## src/rtl/iomem_button_irq.sv

```systemverilog
// Debounced input block on the picosoc iomem bus: sticky rise/fall pending bits and a level irq.
// Define BTN_PRESS_COUNT_EN to add four saturating rise counters at word offset 4.
module iomem_button_irq #(
  parameter int         NUM_INPUTS      = 4,
  parameter int         DEBOUNCE_CYCLES = 12000,
  parameter logic [7:0] ADDR_BASE       = 8'h07
) (
  input  logic                  clk,
  input  logic                  resetn,
  input  logic                  iomem_valid,
  output logic                  iomem_ready,
  input  logic [3:0]            iomem_wstrb,
  input  logic [31:0]           iomem_addr,
  input  logic [31:0]           iomem_wdata,
  output logic [31:0]           iomem_rdata,
  input  logic [NUM_INPUTS-1:0] pins_in,
  output logic                  irq
);
  localparam int            CW       = $clog2(DEBOUNCE_CYCLES);
  localparam logic [CW-1:0] CNT_LAST = CW'(DEBOUNCE_CYCLES - 1);

  logic [NUM_INPUTS-1:0] r_sync1, r_sync2, r_deb;
  logic [CW-1:0]         r_cnt [NUM_INPUTS];
  logic [31:0]           r_pend, r_en, r_rdata;
  logic                  r_ready, r_irq;

  logic [NUM_INPUTS-1:0] w_tog, w_rise, w_fall;
  logic [31:0]           w_set, w_impl, w_state, w_raw, w_rd, w_bmask, w_clr;
  logic                  w_sel, w_wr;
  logic [2:0]            w_off;
  logic                  w_unused;

  // A channel toggles on the last of DEBOUNCE_CYCLES consecutive mismatched samples.
  always_comb begin
    w_tog   = '0;
    w_rise  = '0;
    w_fall  = '0;
    w_set   = '0;
    w_impl  = '0;
    w_state = '0;
    w_raw   = '0;
    for (int i = 0; i < NUM_INPUTS; i++) begin
      w_tog[i]      = (r_sync2[i] != r_deb[i]) && (r_cnt[i] == CNT_LAST);
      w_rise[i]     = w_tog[i] & ~r_deb[i];
      w_fall[i]     = w_tog[i] & r_deb[i];
      w_set[i]      = w_rise[i];
      w_set[16+i]   = w_fall[i];
      w_impl[i]     = 1'b1;
      w_impl[16+i]  = 1'b1;
      w_state[i]    = r_deb[i];
      w_raw[i]      = r_sync2[i];
    end
  end

  assign w_sel    = iomem_valid && !r_ready && (iomem_addr[31:24] == ADDR_BASE);
  assign w_wr     = w_sel && (iomem_wstrb != 4'b0000);
  assign w_off    = iomem_addr[4:2];
  assign w_bmask  = {{8{iomem_wstrb[3]}}, {8{iomem_wstrb[2]}}, {8{iomem_wstrb[1]}}, {8{iomem_wstrb[0]}}};
  assign w_clr    = (w_wr && (w_off == 3'd1)) ? (iomem_wdata & w_bmask) : 32'h0;
  assign w_unused = ^{iomem_addr[23:5], iomem_addr[1:0]};

`ifdef BTN_PRESS_COUNT_EN
  localparam int NC = (NUM_INPUTS < 4) ? NUM_INPUTS : 4;
  logic [7:0]  r_press [4];
  logic [3:0]  w_rise4, w_pclr;
  logic [31:0] w_count;

  always_comb begin
    w_rise4 = '0;
    for (int i = 0; i < NC; i++) w_rise4[i] = w_rise[i];
  end

  assign w_pclr  = (w_wr && (w_off == 3'd4)) ? iomem_wstrb : 4'b0000;
  assign w_count = {r_press[3], r_press[2], r_press[1], r_press[0]};

  // A clear in the same cycle as a rise still counts that rise.
  always_ff @(posedge clk or negedge resetn) begin
    if (!resetn) begin
      for (int i = 0; i < 4; i++) r_press[i] <= '0;
    end else begin
      for (int i = 0; i < 4; i++) begin
        if (w_rise4[i])
          r_press[i] <= w_pclr[i] ? 8'd1 : ((r_press[i] == 8'hFF) ? 8'hFF : r_press[i] + 8'd1);
        else if (w_pclr[i])
          r_press[i] <= '0;
      end
    end
  end
`endif

  always_comb begin
    w_rd = '0;
    case (w_off)
      3'd0: w_rd = w_state;
      3'd1: w_rd = r_pend;
      3'd2: w_rd = r_en;
      3'd3: w_rd = w_raw;
`ifdef BTN_PRESS_COUNT_EN
      3'd4: w_rd = w_count;
`endif
      default: w_rd = '0;
    endcase
  end

  always_ff @(posedge clk or negedge resetn) begin
    if (!resetn) begin
      r_sync1 <= '0;
      r_sync2 <= '0;
      r_deb   <= '0;
      for (int i = 0; i < NUM_INPUTS; i++) r_cnt[i] <= '0;
    end else begin
      r_sync1 <= pins_in;
      r_sync2 <= r_sync1;
      r_deb   <= r_deb ^ w_tog;
      for (int i = 0; i < NUM_INPUTS; i++) begin
        if ((r_sync2[i] == r_deb[i]) || w_tog[i]) r_cnt[i] <= '0;
        else                                      r_cnt[i] <= r_cnt[i] + CW'(1);
      end
    end
  end

  // Event set is OR'ed after the clear so a coincident event wins.
  always_ff @(posedge clk or negedge resetn) begin
    if (!resetn) begin
      r_ready <= 1'b0;
      r_rdata <= '0;
      r_pend  <= '0;
      r_en    <= '0;
      r_irq   <= 1'b0;
    end else begin
      r_ready <= w_sel;
      if (w_sel) r_rdata <= w_rd;
      r_pend <= (r_pend & ~w_clr) | w_set;
      if (w_wr && (w_off == 3'd2)) r_en <= (r_en & ~w_bmask) | (iomem_wdata & w_bmask & w_impl);
      r_irq <= |(r_pend & r_en);
    end
  end

  assign iomem_ready = r_ready;
  assign iomem_rdata = r_rdata;
  assign irq         = r_irq;
endmodule

```

## config.mk

```make
export PLATFORM = sky130hd
export DESIGN_NAME = iomem_button_irq
export DESIGN_NICKNAME = d
export VERILOG_FILES = /design/src/rtl/iomem_button_irq.sv
export SDC_FILE = /design/constraint.sdc
export NUM_CORES = 1
export LEC_CHECK = 0
export ABC_CLOCK_PERIOD_IN_PS = 2900
export CAP_MARGIN = 10
export CORE_AREA = 2 2 119 121
export DETAILED_ROUTE_END_ITERATION = 7
export DIE_AREA = 0 0 121 123
export HOLD_SLACK_MARGIN = 0.15
export PLACE_DENSITY_LB_ADDON = 0.12
export SYNTH_ARGS = -nofsm -noshare
export SYNTH_HDL_FRONTEND = slang
export SYNTH_SLANG_ARGS = --single-unit
```

## constraint.sdc

```tcl
create_clock -name clk -period 2.9 [get_ports clk]
set_input_delay 0.725 -clock clk [delete_from_list [all_inputs] [get_ports clk]]
set_output_delay 0.725 -clock clk [all_outputs]
set_load 0.02 [all_outputs]
```

==> results of run 1 <==
==> layout by cell type (no fill, tap or decap), drive strengths merged, types with 3 or more instances in the layout <==
cell           instances
nor2b                 17
xor2                  16
inv                   18
nand3                 21
clkdlybuf4s50         86
xnor2                 34
nor3                  17
a32o                   6
a21boi                24
nand2                 57
dfrtp                166
nand2b                 7
mux2                   9
o21ai                  4
a22oi                 44
buf                   28
clkinv                 4
o31ai                 28
nand4                 19
a22o                   4
or4b                   4
nor4                  15
or2                    3
bufinv                 3
mux4                   4
and2b                  9
nor2                  58
and4                   5
ha                     4
clkbuf                23
==> critical path, cell delays in order <==
cell	delay (ns)
sky130_fd_sc_hd__clkdlybuf4s50_1	0.39
sky130_fd_sc_hd__or4b_4	0.54
sky130_fd_sc_hd__or3_4	0.39
sky130_fd_sc_hd__nor4_4	0.25
sky130_fd_sc_hd__buf_4	0.19
sky130_fd_sc_hd__mux2_2	0.33
==> where the power goes <==
part / total [mW] / internal (mW) / switching, mW
Clock: 2.29 / 1.44 / 0.856
Sequential: 2.36 / 2.34 / 0.0207
Combinational: 0.237 / 0.109 / 0.129
Total: 4.89 / 3.88 / 1.00
==> final timing paths <==
| check | start | to | slack [ns] | depth (start not counted) |
|---|---|---|---|---|
| setup / recovery | iomem_addr[27] | flip-flop | 0.38 | 6 |
| max in group asynchronous | resetn | r_cnt[19]$_DFF_PN0_ | 1.94 | 2 |
| min in group clk | r_sync1[1]$_DFF_PN0_ | r_sync2[1]$_DFF_PN0_ | 0.35 | 0 |
| hold reg to reg | r_sync1[1]$_DFF_PN0_ | r_sync2[1]$_DFF_PN0_ | 0.35 | 0 |
| setup reg to reg | r_cnt[8]$_DFF_PN0_ | r_cnt[10]$_DFF_PN0_ | 0.61 | 4 |
| hold / removal | resetn | iomem_rdata[8]$_DFFE_PN0N_ | 0.26 | 1 |
==> kinds of logic after synthesis <==
kind of cell,share of synthesized area
mux,0.0267
fa+ha+maj,0.00697
compound gates,0.120
xor+xnor,0.0610
simple gates,0.184
flops,0.579
buf+inv,0.0218
==> metal layers <==
metal / vias up / track usage / share of wire / wire, um
met3: 28 / 0.0577 / 0.050 / 789
met2: 119 / 0.373 / 0.48 / 7710
met5: - / 0 / 0 / 0
li1: 2482 / - / - / -
met4: 0 / 0.0916 / 0.022 / 356
met1: 2609 / 0.301 / 0.44 / 7060
==> through the flow <==
step | setup WS (ns) | setup TNS (ns) | util | cells
2_1_floorplan | 0.378 | 0 | - | 631
3_3_place_gp | -0.0451 | -0.209 | 0.620 | 903
3_5_place_dp | -0.0355 | -0.206 | 0.620 | 903
4_1_cts | 0.380 | 0 | 0.665 | 934
5_1_grt | 0.331 | 0 | 0.665 | 934
6_report | 0.378 | 0 | 0.665 | 934
==> state kept, by name (all words and copies together), names as in the netlist, named ones only <==
name and flops:
r_en 24, r_sync2 4, r_pend 32, r_cnt 56, iomem_rdata 32, irq 1, iomem_ready 1, r_sync1 4
==> area by class of cell <==
cell class / instances / area share
Timing Repair Buffer: 114 / 0.124
Sequential cell: 166 / 0.459
Clock buffer: 23 / 0.0539
Tap cell: 180 / 0.0249
Inverter: 18 / 0.00746
Clock inverter: 8 / 0.0134
Multi-Input combinational cell: 425 / 0.317
==> metrics, run 1 <==
count of buffers from port buffering=87; setup-violating endpoint count in the final report=0; worst-case hold slack=0.259 ns; final worst clock skew=0.00589 ns; overall track demand over capacity in global routing=0.231; First-pass DRT Iterations=5; Fillers=1066; most numerous cell in the Yosys netlist=sky130_fd_sc_hd__dfrtp_1; Slew Limit Headroom=0.654; wire length of the first global-routing pass=26.4 mm; flip-flop cell with the highest count after synthesis=sky130_fd_sc_hd__dfrtp_1; clock sink count=166; Area contributors post-synth=sky130_fd_sc_hd__dfrtp_1 58%, sky130_fd_sc_hd__a22oi_1 4.6%, sky130_fd_sc_hd__xnor2_1 4.1%; antenna violations before repair=0; capturing element type of the critical path=flip-flop; Max VDD drop=0.321 mV; kind of critical path=in2reg; Synth top area share=0.579; number of buffers added by the clock tree synthesis step=17; max-cap check violation count=0; status=completed; post-route cell area=9050 sq um; final routed wirelength across all metal layers=15.9 mm; Synth area leader=sky130_fd_sc_hd__dfrtp_1; die boundary width=121 um; number of remaining DRC errors=0; Warnings, synthesis=0; # H-tree levels=4; element type at the critical path start=input port; setup repair after global routing missed its margin=no; total count of hold-check failures in the final report=0; starting density of the core=0.527; synthesized flop and latch total=166; DP HPWL=11.1 mm; number of primary I/O pins=109; Placed Instance Area=8440 sq um; max-slew violations=0; final critical-path share of the clock period=0.870; area of the multi-input gates=2870 sq um; number of routed nets with antenna violations=0; number of gates resized after CTS=0; clock input transition at the sequential cells of the worst setup and hold paths=0.06 ns; crit path time final=2.52 ns; largest net degree at the start of global routing=59; most frequent cells after synthesis=166 x sky130_fd_sc_hd__dfrtp_1, 58 x sky130_fd_sc_hd__nor2_1, 57 x sky130_fd_sc_hd__nand2_1, 44 x sky130_fd_sc_hd__a22oi_1, 34 x sky130_fd_sc_hd__xnor2_1; overflow left after global routing=0; Cells after Synth=631; net count of the finished layout=821; Worst-Skew Late Latency=0.42 ns; drt wl/cell=17.0 um; DR iter-0 viols=473; fraction of layout cells with a size suffix above 1=0.118; post-CTS repair timing setup buffer count=0; Reg area=4150 sq um; number of unique standard cell types used by synthesis=44; fraction of the yosys area taken by sequential cells=0.579; Least-Margin Pin Slew=0.520 ns; post-synthesis to final-layout area growth=26.1%; post-synthesis average cell area=11.4 sq um; Placer Congestion=0.855; maximum fanout count along the critical path=4; area of the die=14900 sq um; Via density=5.61; total power consumption of the routed design=4.89 mW; worst path arrival time=2.82 ns; hold-fix buffers at CTS=0; number of diodes added for antenna fixing=0; required time of the worst setup path=3.20 ns; share of synthesized flip-flops with an asynchronous set or reset=1.00; TritonCTS clock tree=yes; Netlist Area Pre-Place=7180 sq um; number of global-route vias before repair=5297; die height=123 um; clock tree root driver cell=sky130_fd_sc_hd__clkbuf_16; std cell rows=43; Synth Net Count=710; maximum count of clock buffers along a single path=2; via count=5238; number of flops mapped to enable cells by yosys=0; core footprint=13600 sq um; leakage power=3.85 nW; maximum achievable frequency=397 MHz; type of the tightest min-delay check=in2async; cell area power density=540 nW/um^2
Power figures use the tool's default switching activity.
==> run 2: changes to the inputs <==
Settings changed: ABC_AREA set to 1, CORE_AREA 2 2 119 121 to 4 4 126 128, DIE_AREA 0 0 121 123 to 0 0 130 132.
==> metrics, run 2 <==
status=completed; worst setup path start=iomem_wstrb[3]; number of remaining DRC errors=0; max-cap check violation count=0; clock tree root driver cell=sky130_fd_sc_hd__clkbuf_16; Max VDD drop=0.364 mV; Placer Congestion=0.815; TritonCTS clock tree=yes; type of the tightest min-delay check=in2async; leakage power=5.03 nW; std cell rows=45; antenna violations before repair=0; clock input transition at the sequential cells of the worst setup and hold paths=0.06 ns; drt wl/cell=12.8 um; final critical-path share of the clock period=0.752; number of routed nets with antenna violations=0; register with the highest flop count=r_cnt; setup repair after global routing missed its margin=no; core footprint=14900 sq um; net count of the finished layout=1215; kind of critical path=in2reg; Worst R2R Start=r_cnt[14]$_DFF_PN0_; die boundary width=130 um; Via density=4.94; max-slew violations=0; fraction of the yosys area taken by sequential cells=0.517; required time of the worst setup path=3.19 ns; number of primary I/O pins=109; largest net degree at the start of global routing=74; DR iter-0 viols=404; # H-tree levels=4; via count=6603; number of flops mapped to enable cells by yosys=0; die height=132 um; post-synthesis average cell area=7.72 sq um; capturing element type of the critical path=flip-flop; post-synthesis to final-layout area growth=21.9%; Netlist Area Pre-Place=8040 sq um; setup-violating endpoint count in the final report=0; Slew Limit Headroom=0.590; Total Negative Setup Slacks=0 ns; Worst-Skew Late Latency=0.42 ns; Area contributors post-synth=sky130_fd_sc_hd__dfrtp_1 52%, sky130_fd_sc_hd__nand2_1 15%, sky130_fd_sc_hd__inv_1 8.0%; starting density of the core=0.541; total count of hold-check failures in the final report=0; post-CTS repair timing setup buffer count=0; cell area power density=515 nW/um^2; synthesized flop and latch total=166; maximum achievable frequency=459 MHz; Synth area leader=sky130_fd_sc_hd__dfrtp_1; flip-flop cell with the highest count after synthesis=sky130_fd_sc_hd__dfrtp_1; number of global-route vias before repair=6214; fraction of layout cells with a size suffix above 1=0.0592; Cells after Synth=1042; number of diodes added for antenna fixing=0; Warnings, synthesis=0; Synth Net Count=1121; element type at the critical path start=input port; DP HPWL=12.3 mm; overall track demand over capacity in global routing=0.209; crit path time final=2.18 ns; Synth top area share=0.517; count of buffers from port buffering=87; First-pass DRT Iterations=4; top library cells by usage in the layout, fill and taps aside=331 x sky130_fd_sc_hd__nand2_1, 172 x sky130_fd_sc_hd__inv_1, 166 x sky130_fd_sc_hd__dfrtp_1; number of flip-flops under the largest register name=56; worst path arrival time=2.47 ns; Least-Margin Pin Slew=0.615 ns; final worst clock skew=0.00723 ns; number of gates resized after CTS=0; clock sink count=166; wire length of the first global-routing pass=29.1 mm; number of unique standard cell types used by synthesis=28; maximum count of clock buffers along a single path=2; final routed wirelength across all metal layers=17.1 mm; share of synthesized flip-flops with an asynchronous set or reset=1.00; overflow left after global routing=0; total power consumption of the routed design=5.05 mW; maximum fanout count along the critical path=8; most numerous cell in the Yosys netlist=sky130_fd_sc_hd__nand2_1; area of the die=17200 sq um; commonest non-fill, non-tap cell in the layout=sky130_fd_sc_hd__nand2_1; hold-fix buffers at CTS=0; most frequent cells after synthesis=331 x sky130_fd_sc_hd__nand2_1, 172 x sky130_fd_sc_hd__inv_1, 166 x sky130_fd_sc_hd__dfrtp_1, 116 x sky130_fd_sc_hd__nor2_1, 62 x sky130_fd_sc_hd__nand3_1; number of buffers added by the clock tree synthesis step=17
run 2: cell types whose count changed after synthesis, moves of 41 or more:
cell	previous run	this run
sky130_fd_sc_hd__nor2_1	58	116
sky130_fd_sc_hd__nand3_1	21	62
sky130_fd_sc_hd__inv_1	18	172
sky130_fd_sc_hd__nand2_1	57	331
sky130_fd_sc_hd__a22oi_1	44	0
run 2: cell families after synthesis:
family,count (synthesis),share of synthesized area
adder cells (fa/ha/maj),4,0.00622
AO/OA/AOI/OAI,64,0.0468
buffers and inverters,204,0.101
AND/OR/NAND/NOR,586,0.310
flip-flops,166,0.517
XOR/XNOR,18,0.0196
run 2: critical path: stages:
cell                              delay (ns)
sky130_fd_sc_hd__clkdlybuf4s50_1        0.64
sky130_fd_sc_hd__inv_1                  0.12
sky130_fd_sc_hd__nand4_1                0.20
sky130_fd_sc_hd__buf_4                  0.20
sky130_fd_sc_hd__nand3_1                0.14
sky130_fd_sc_hd__nor2_2                 0.35
sky130_fd_sc_hd__nor2_1                 0.08
run 2: report_power, final:
group | internal [mW] | switching [mW] | total (mW)
combinational | 0.129 | 0.166 | 0.294
sequential | 2.35 | 0.0194 | 2.37
clock | 1.49 | 0.902 | 2.39
run 2: final timing paths:
| path | end | slack (ns) | cells after the start |
|---|---|---|---|
| worst max-delay path | r_en[30]$_DFFE_PN0P_ | 0.72 | 7 |
| worst min-delay path | r_pend[28]$_DFF_PN0_ | 0.22 | 1 |
| worst max register to register | r_cnt[26]$_DFF_PN0_ | 1.21 | 8 |
| worst min register to register | r_sync2[3]$_DFF_PN0_ | 0.35 | 0 |
| max in group asynchronous | r_en[5]$_DFFE_PN0P_ | 1.93 | 2 |
| min in group clk | r_sync2[3]$_DFF_PN0_ | 0.35 | 0 |
run 2: cell type report:
type	count	area (sq um)
flip-flops and latches	166	4150
multi-input cells	672	3080
fillers	1364	5070
well taps	188	235
repair buffers	103	1040
inverters	176	661
clock inverters	11	173
clock buffers	20	457
run 2: metrics by stage:
step / cell area (sq um) / setup slack [ns] / util / hold WS (ns) / instances
after global placement: 9170 / 0.368 / 0.617 / 0.332 / 1305
final: 9800 / 0.720 / 0.659 / 0.225 / 1336
after CTS: 9800 / 0.735 / 0.659 / 0.238 / 1336
after floorplan: 8040 / 1.21 / - / 0.331 / 1042
after global routing: 9800 / 0.594 / 0.659 / 0.252 / 1336
after detailed placement: 9170 / 0.296 / 0.617 / 0.341 / 1305
run 2: routing by layer:
| metal | up-vias | track usage | routed length, um |
|---|---|---|---|
| met5 | - | 0 | 0 |
| met4 | 0 | 0.0548 | 191 |
| met3 | 15 | 0.0365 | 626 |
| met2 | 107 | 0.351 | 8440 |
| met1 | 3057 | 0.281 | 7850 |
| li1 | 3424 | - | - |
